===== src/rtl/sys_defs.sv =====
// rtl/sys_defs.sv - shared rename definitions: physical register and free-list sizing
package sys_defs;

    localparam int PHYS_REG_W = 6;
    typedef logic [PHYS_REG_W-1:0] phys_reg_t;

    // Architectural zero maps to this register; it is never allocated or freed.
    localparam phys_reg_t PHYS_ZERO_REG = 6'd63;

    // Free-list geometry; pointers carry one extra wrap bit.
    localparam int FL_DEPTH = 32;
    localparam int FL_PTR   = $clog2(FL_DEPTH) + 1;
    typedef logic [FL_PTR-1:0] fl_ptr_t;

    // Registers 0..31 hold the initial architectural mappings, so the list starts at 32.
    localparam int FL_RESET_BASE = 32;

endpackage


===== src/rtl/freelist.sv =====
// rtl/freelist.sv - physical register free list: two-wide allocate, two-wide retire, head rollback
module freelist
    import sys_defs::*;
#(
    parameter int FL_DEPTH = sys_defs::FL_DEPTH,
    localparam int PTR_W = $clog2(FL_DEPTH) + 1
) (
    input  logic              clk,
    input  logic              reset,
    input  logic [1:0]        dispatch_num,
    input  logic [1:0]        retire_en,
    input  phys_reg_t         retire_idx [0:1],
    input  logic              recover_en,
    input  logic [PTR_W-1:0]  recover_head,
    output phys_reg_t         free_idx [0:1],
    output logic [1:0]        free_valid,
    output logic [PTR_W-1:0]  num_free,
    output logic [PTR_W-1:0]  head_out
);

    localparam int IDX_W = PTR_W - 1;
    typedef logic [PTR_W-1:0] ptr_t;

    phys_reg_t        entries_q [FL_DEPTH];
    phys_reg_t        entries_d [FL_DEPTH];
    ptr_t             head_q, head_d;
    ptr_t             tail_q, tail_d;

    ptr_t             occ;
    ptr_t             space;
    logic [IDX_W-1:0] head_idx;
    logic [IDX_W-1:0] head_idx1;
    logic [1:0]       req;
    logic [1:0]       grant;
    logic [1:0]       n_push;
    logic [1:0]       way_ok;
    logic [IDX_W-1:0] wr_idx;

    // Occupancy and the two-entry lookahead window, all from pre-edge state.
    always_comb begin
        occ           = tail_q - head_q;
        head_idx      = head_q[IDX_W-1:0];
        head_idx1     = head_idx + IDX_W'(1);
        free_idx[0]   = entries_q[head_idx];
        free_idx[1]   = entries_q[head_idx1];
        free_valid[0] = (occ != '0);
        free_valid[1] = (occ > ptr_t'(1));
        num_free      = occ;
        head_out      = head_q;
    end

    // Allocation: grant is the request clamped to what is free; a rollback cancels it.
    always_comb begin
        req   = (dispatch_num > 2'd2) ? 2'd2 : dispatch_num;
        grant = 2'd0;
        if (!recover_en) begin
            if (ptr_t'(req) > occ) begin
                grant = occ[1:0];
            end else begin
                grant = req;
            end
        end
        head_d = recover_en ? recover_head : (head_q + ptr_t'(grant));
    end

    // Retire: compact the surviving ways onto the tail, way 0 first, never overfilling.
    always_comb begin
        way_ok[0] = retire_en[0] && (retire_idx[0] != PHYS_ZERO_REG);
        way_ok[1] = retire_en[1] && (retire_idx[1] != PHYS_ZERO_REG);
        space     = ptr_t'(FL_DEPTH) - occ;
        entries_d = entries_q;
        n_push    = 2'd0;
        wr_idx    = '0;
        for (int w = 0; w < 2; w++) begin
            if (way_ok[w] && (ptr_t'(n_push) < space)) begin
                wr_idx            = tail_q[IDX_W-1:0] + IDX_W'(n_push);
                entries_d[wr_idx] = retire_idx[w];
                n_push            = n_push + 2'd1;
            end
        end
        tail_d = tail_q + ptr_t'(n_push);
    end

    // State update; reset seeds the list with every non-architectural register except zero.
    always_ff @(posedge clk or negedge reset) begin
        if (!reset) begin
            for (int k = 0; k < FL_DEPTH; k++) begin
                entries_q[k] <= (k < FL_DEPTH - 1) ? phys_reg_t'(FL_RESET_BASE + k) : '0;
            end
            head_q <= '0;
            tail_q <= ptr_t'(FL_DEPTH - 1);
        end else begin
            entries_q <= entries_d;
            head_q    <= head_d;
            tail_q    <= tail_d;
        end
    end

endmodule

===== config.mk =====
export PLATFORM = sky130hd
export DESIGN_NAME = freelist
export DESIGN_NICKNAME = d
export VERILOG_FILES = /design/src/rtl/sys_defs.sv /design/src/rtl/freelist.sv
export SDC_FILE = /design/constraint.sdc
export NUM_CORES = 1
export LEC_CHECK = 0
export BUFFER_PORTS_ARGS = -buffer_cell sky130_fd_sc_hd__buf_2
export CAP_MARGIN = 15
export CELL_PAD_IN_SITES_DETAIL_PLACEMENT = 1
export CELL_PAD_IN_SITES_GLOBAL_PLACEMENT = 1
export CORE_AREA = 2 2 181 165
export DETAILED_ROUTE_END_ITERATION = 8
export DIE_AREA = 0 0 183 167
export PLACE_DENSITY = 0.81
export SLEW_MARGIN = 20
export SYNTH_ARGS = -nofsm -noshare
export SYNTH_HDL_FRONTEND = slang
export SYNTH_SLANG_ARGS = --single-unit

===== constraint.sdc =====
create_clock -name clk -period 6.6 [get_ports clk]
set_input_delay 0.66 -clock clk [delete_from_list [all_inputs] [get_ports clk]]
set_output_delay 0.66 -clock clk [all_outputs]
set_load 0.005 [all_outputs]

==> metrics.txt <==
Post-CTS Setup Inserts 0; Antenna diodes 0; antenna violations before repair 1; Syn Area/Cell 12.1 um^2; clock sink count 204; synth top area cells dfstp_2 20%, mux4_2 18%, mux2_2 17%; final hold viol count 0; largest family of logic cells by synthesized area multiplexers; most frequent cell after synthesis mux2_2; area occupied by multi-input gates 8930 um^2; RD Place Congestion 0.915; DP HPWL 34700 um; die height 167 um; Starting Density 51.3%; EDFF count, synth 0; Critical Path Start tail_q[0]; worst-skew pair later-pin latency 0.56 ns; flop-to-flop setup slack 0.83 ns; Worst Skew 0.0247 ns; crit path capture type register; vias in the first global route 12700; Core Area 28600 um^2; Nets 1254; startpoint types register; critical path class reg2reg; post-CTS sizing 0; FFs w/ async S/R, synth 100%; Warnings, synthesis 0; WP data required 7.07 ns; fin crit share 87.5%; area leader, netlist dfstp_2; die area 30600 um^2; cts hold-fix bufs 0; # setup viols final 0; Routed Wire Length 53000 um; Worst-Margin Slew 1.04 ns; Avg Vias per Cell 7.53; Pwr Total 9.01 mW; # IOs 51; FF/Latch Area 5250 um^2; PwrDens 564 nW/um^2; total CTS buffers 24; RSZ-0062 raised after global routing no; CTS tree done; Fmax 0.173 GHz; max cap viols 0; Core Rows 59; Max Root-Sink Buffers 3; Lkg Pwr 6.17 nW; TNS Setup 0 ns; min Tclk post-route 5.77 ns; Post-Syn Instances 1218; peak supply drop 273 uV; total track usage 35.0%; Vias 12000; WL/cell 33.3 um; status completed; XOR/XNOR Fraction of Synth Area 1.06%; Layout area overhead 8.74%; Reg-to-Reg Start tail_q[0]; layout cell share with drive strength beyond 1 52.2%; post-synthesis simple-gate area fraction 6.42%; clock slew at reported path FFs 0.06 ns; DP Cell Count 1548; die extent in x 183 um; antenna viol nets, final 0; mapped cell area 14700 um^2; ys flop type dfstp_2; Initial DRT Pass Iterations 5; H-Tree Depth 1; post-synthesis sequential area ratio 35.7%; multiplexer area fraction after synthesis 37.5%; DRC Markers 0; count of final max-slew check failures 0; post-synth top area share 19.9%; Finished Layout Cells 1592; fillcell total 2895; grt ovf 0; #FFs+latches synth 204; clock root buffer clkbuf_16; Yosys cell types 65; relative slew slack 30.4%; synth cell count leaders 228 x mux2_2, 120 x mux4_2, 111 x dfstp_2, 93 x dfrtp_1, 83 x clkbuf_1; Compound-Gate Fraction of Synth Area 13.5%; critical path fanouts, max 7; port bufs 50; first-pass GRT wire length 81300 um; Synth Area in Adders 1.94%; Syn Nets 1264; Hold WC Path Type in2async; Worst Reg-to-Reg Cells 16; Arrival @ worst endpoint 6.24 ns; drt initial violations 1471; largest net degree at the start of global routing 129
==> where the power goes <==
part	internal (mW)	total [mW]	switching, mW	leakage, nW
clock	0.753	1.34	0.589	0.382
combinational	2.33	4.95	2.61	3.49
sequential	2.11	2.72	0.611	2.30
==> cells by family (layout without fill, tap and decap cells) <==
family          Yosys count  count (layout)
compound gates          288             288
xor+xnor                 17              17
fa+ha+maj                21              21
buf+inv                 131             139
flops                   204             204
mux                     366             366
simple gates            191             191
==> critical path: stages (launching register included) <==
cell       delay, ns
dfstp_2         0.61
inv_1           0.11
ha_1            0.22
fa_1            0.39
nand2b_1        0.16
a21oi_1         0.17
xor2_1          0.16
or4b_4          0.57
a21boi_0        0.59
a21oi_1         0.22
ha_1            0.31
ha_1            0.29
o32ai_1         0.86
nand2_1         0.15
a21oi_1         0.58
a31oi_1         0.10
a2bb2oi_1       0.19
==> through the flow <==
stage	hold slack [ns]	utilization, %	setup slack [ns]	instance area, um^2
global placement	0.479	53.0	1.27	15200
detailed placement	0.491	53.0	1.06	15200
CTS	0.184	55.7	1.00	16000
floorplan	0.364	-	1.38	14700
finish	0.154	55.8	0.827	16000
global route	0.198	55.8	0.588	16000
==> final timing paths <==
kind                                  end
setup / recovery            entries_q[83]
max in group asynchronous  entries_q[165]
setup reg to reg            entries_q[83]
hold reg to reg             entries_q[84]
hold / removal              entries_q[42]
min in group clk              head_out[5]
==> metal layers <==
layer	share of wire [%]	global-route usage, %	vias up
li1	-	-	4740
met1	38	45.1	6258
met2	47	56.1	756
met3	9.2	7.02	230
met4	6.0	18.2	2
met5	0.025	0	-
==> layout make-up <==
class | count | area share (%)
Timing Repair Buffer | 80 | 3.11
Inverter | 15 | 0.353
Clock buffer | 29 | 4.13
Sequential cell | 204 | 32.9
Clock inverter | 15 | 0.760
Tap cell | 366 | 2.87
Multi-Input combinational cell | 883 | 55.9
==> flip-flops by register name (all words and copies together) (netlist names) <==
name / flops
tail_q: 6
entries_q: 192
head_out: 6
==> layout by cell type, fill, tap and decap left out, drive strengths merged, types with 6 or more instances in the layout <==
master   instances
mux2           240
mux4           120
dfstp          111
o21ai           96
dfrtp           93
buf             79
a31oi           67
a2bb2oi         60
nand2           56
nor2            49
nand3           38
a21oi           33
clkbuf          30
ha              18
nor3            14
inv             13
clkinv          12
xnor2           11
a32o             8
and3             6
mux2i            6
xor2             6
No activity file was read; power rests on OpenSTA's default activity.
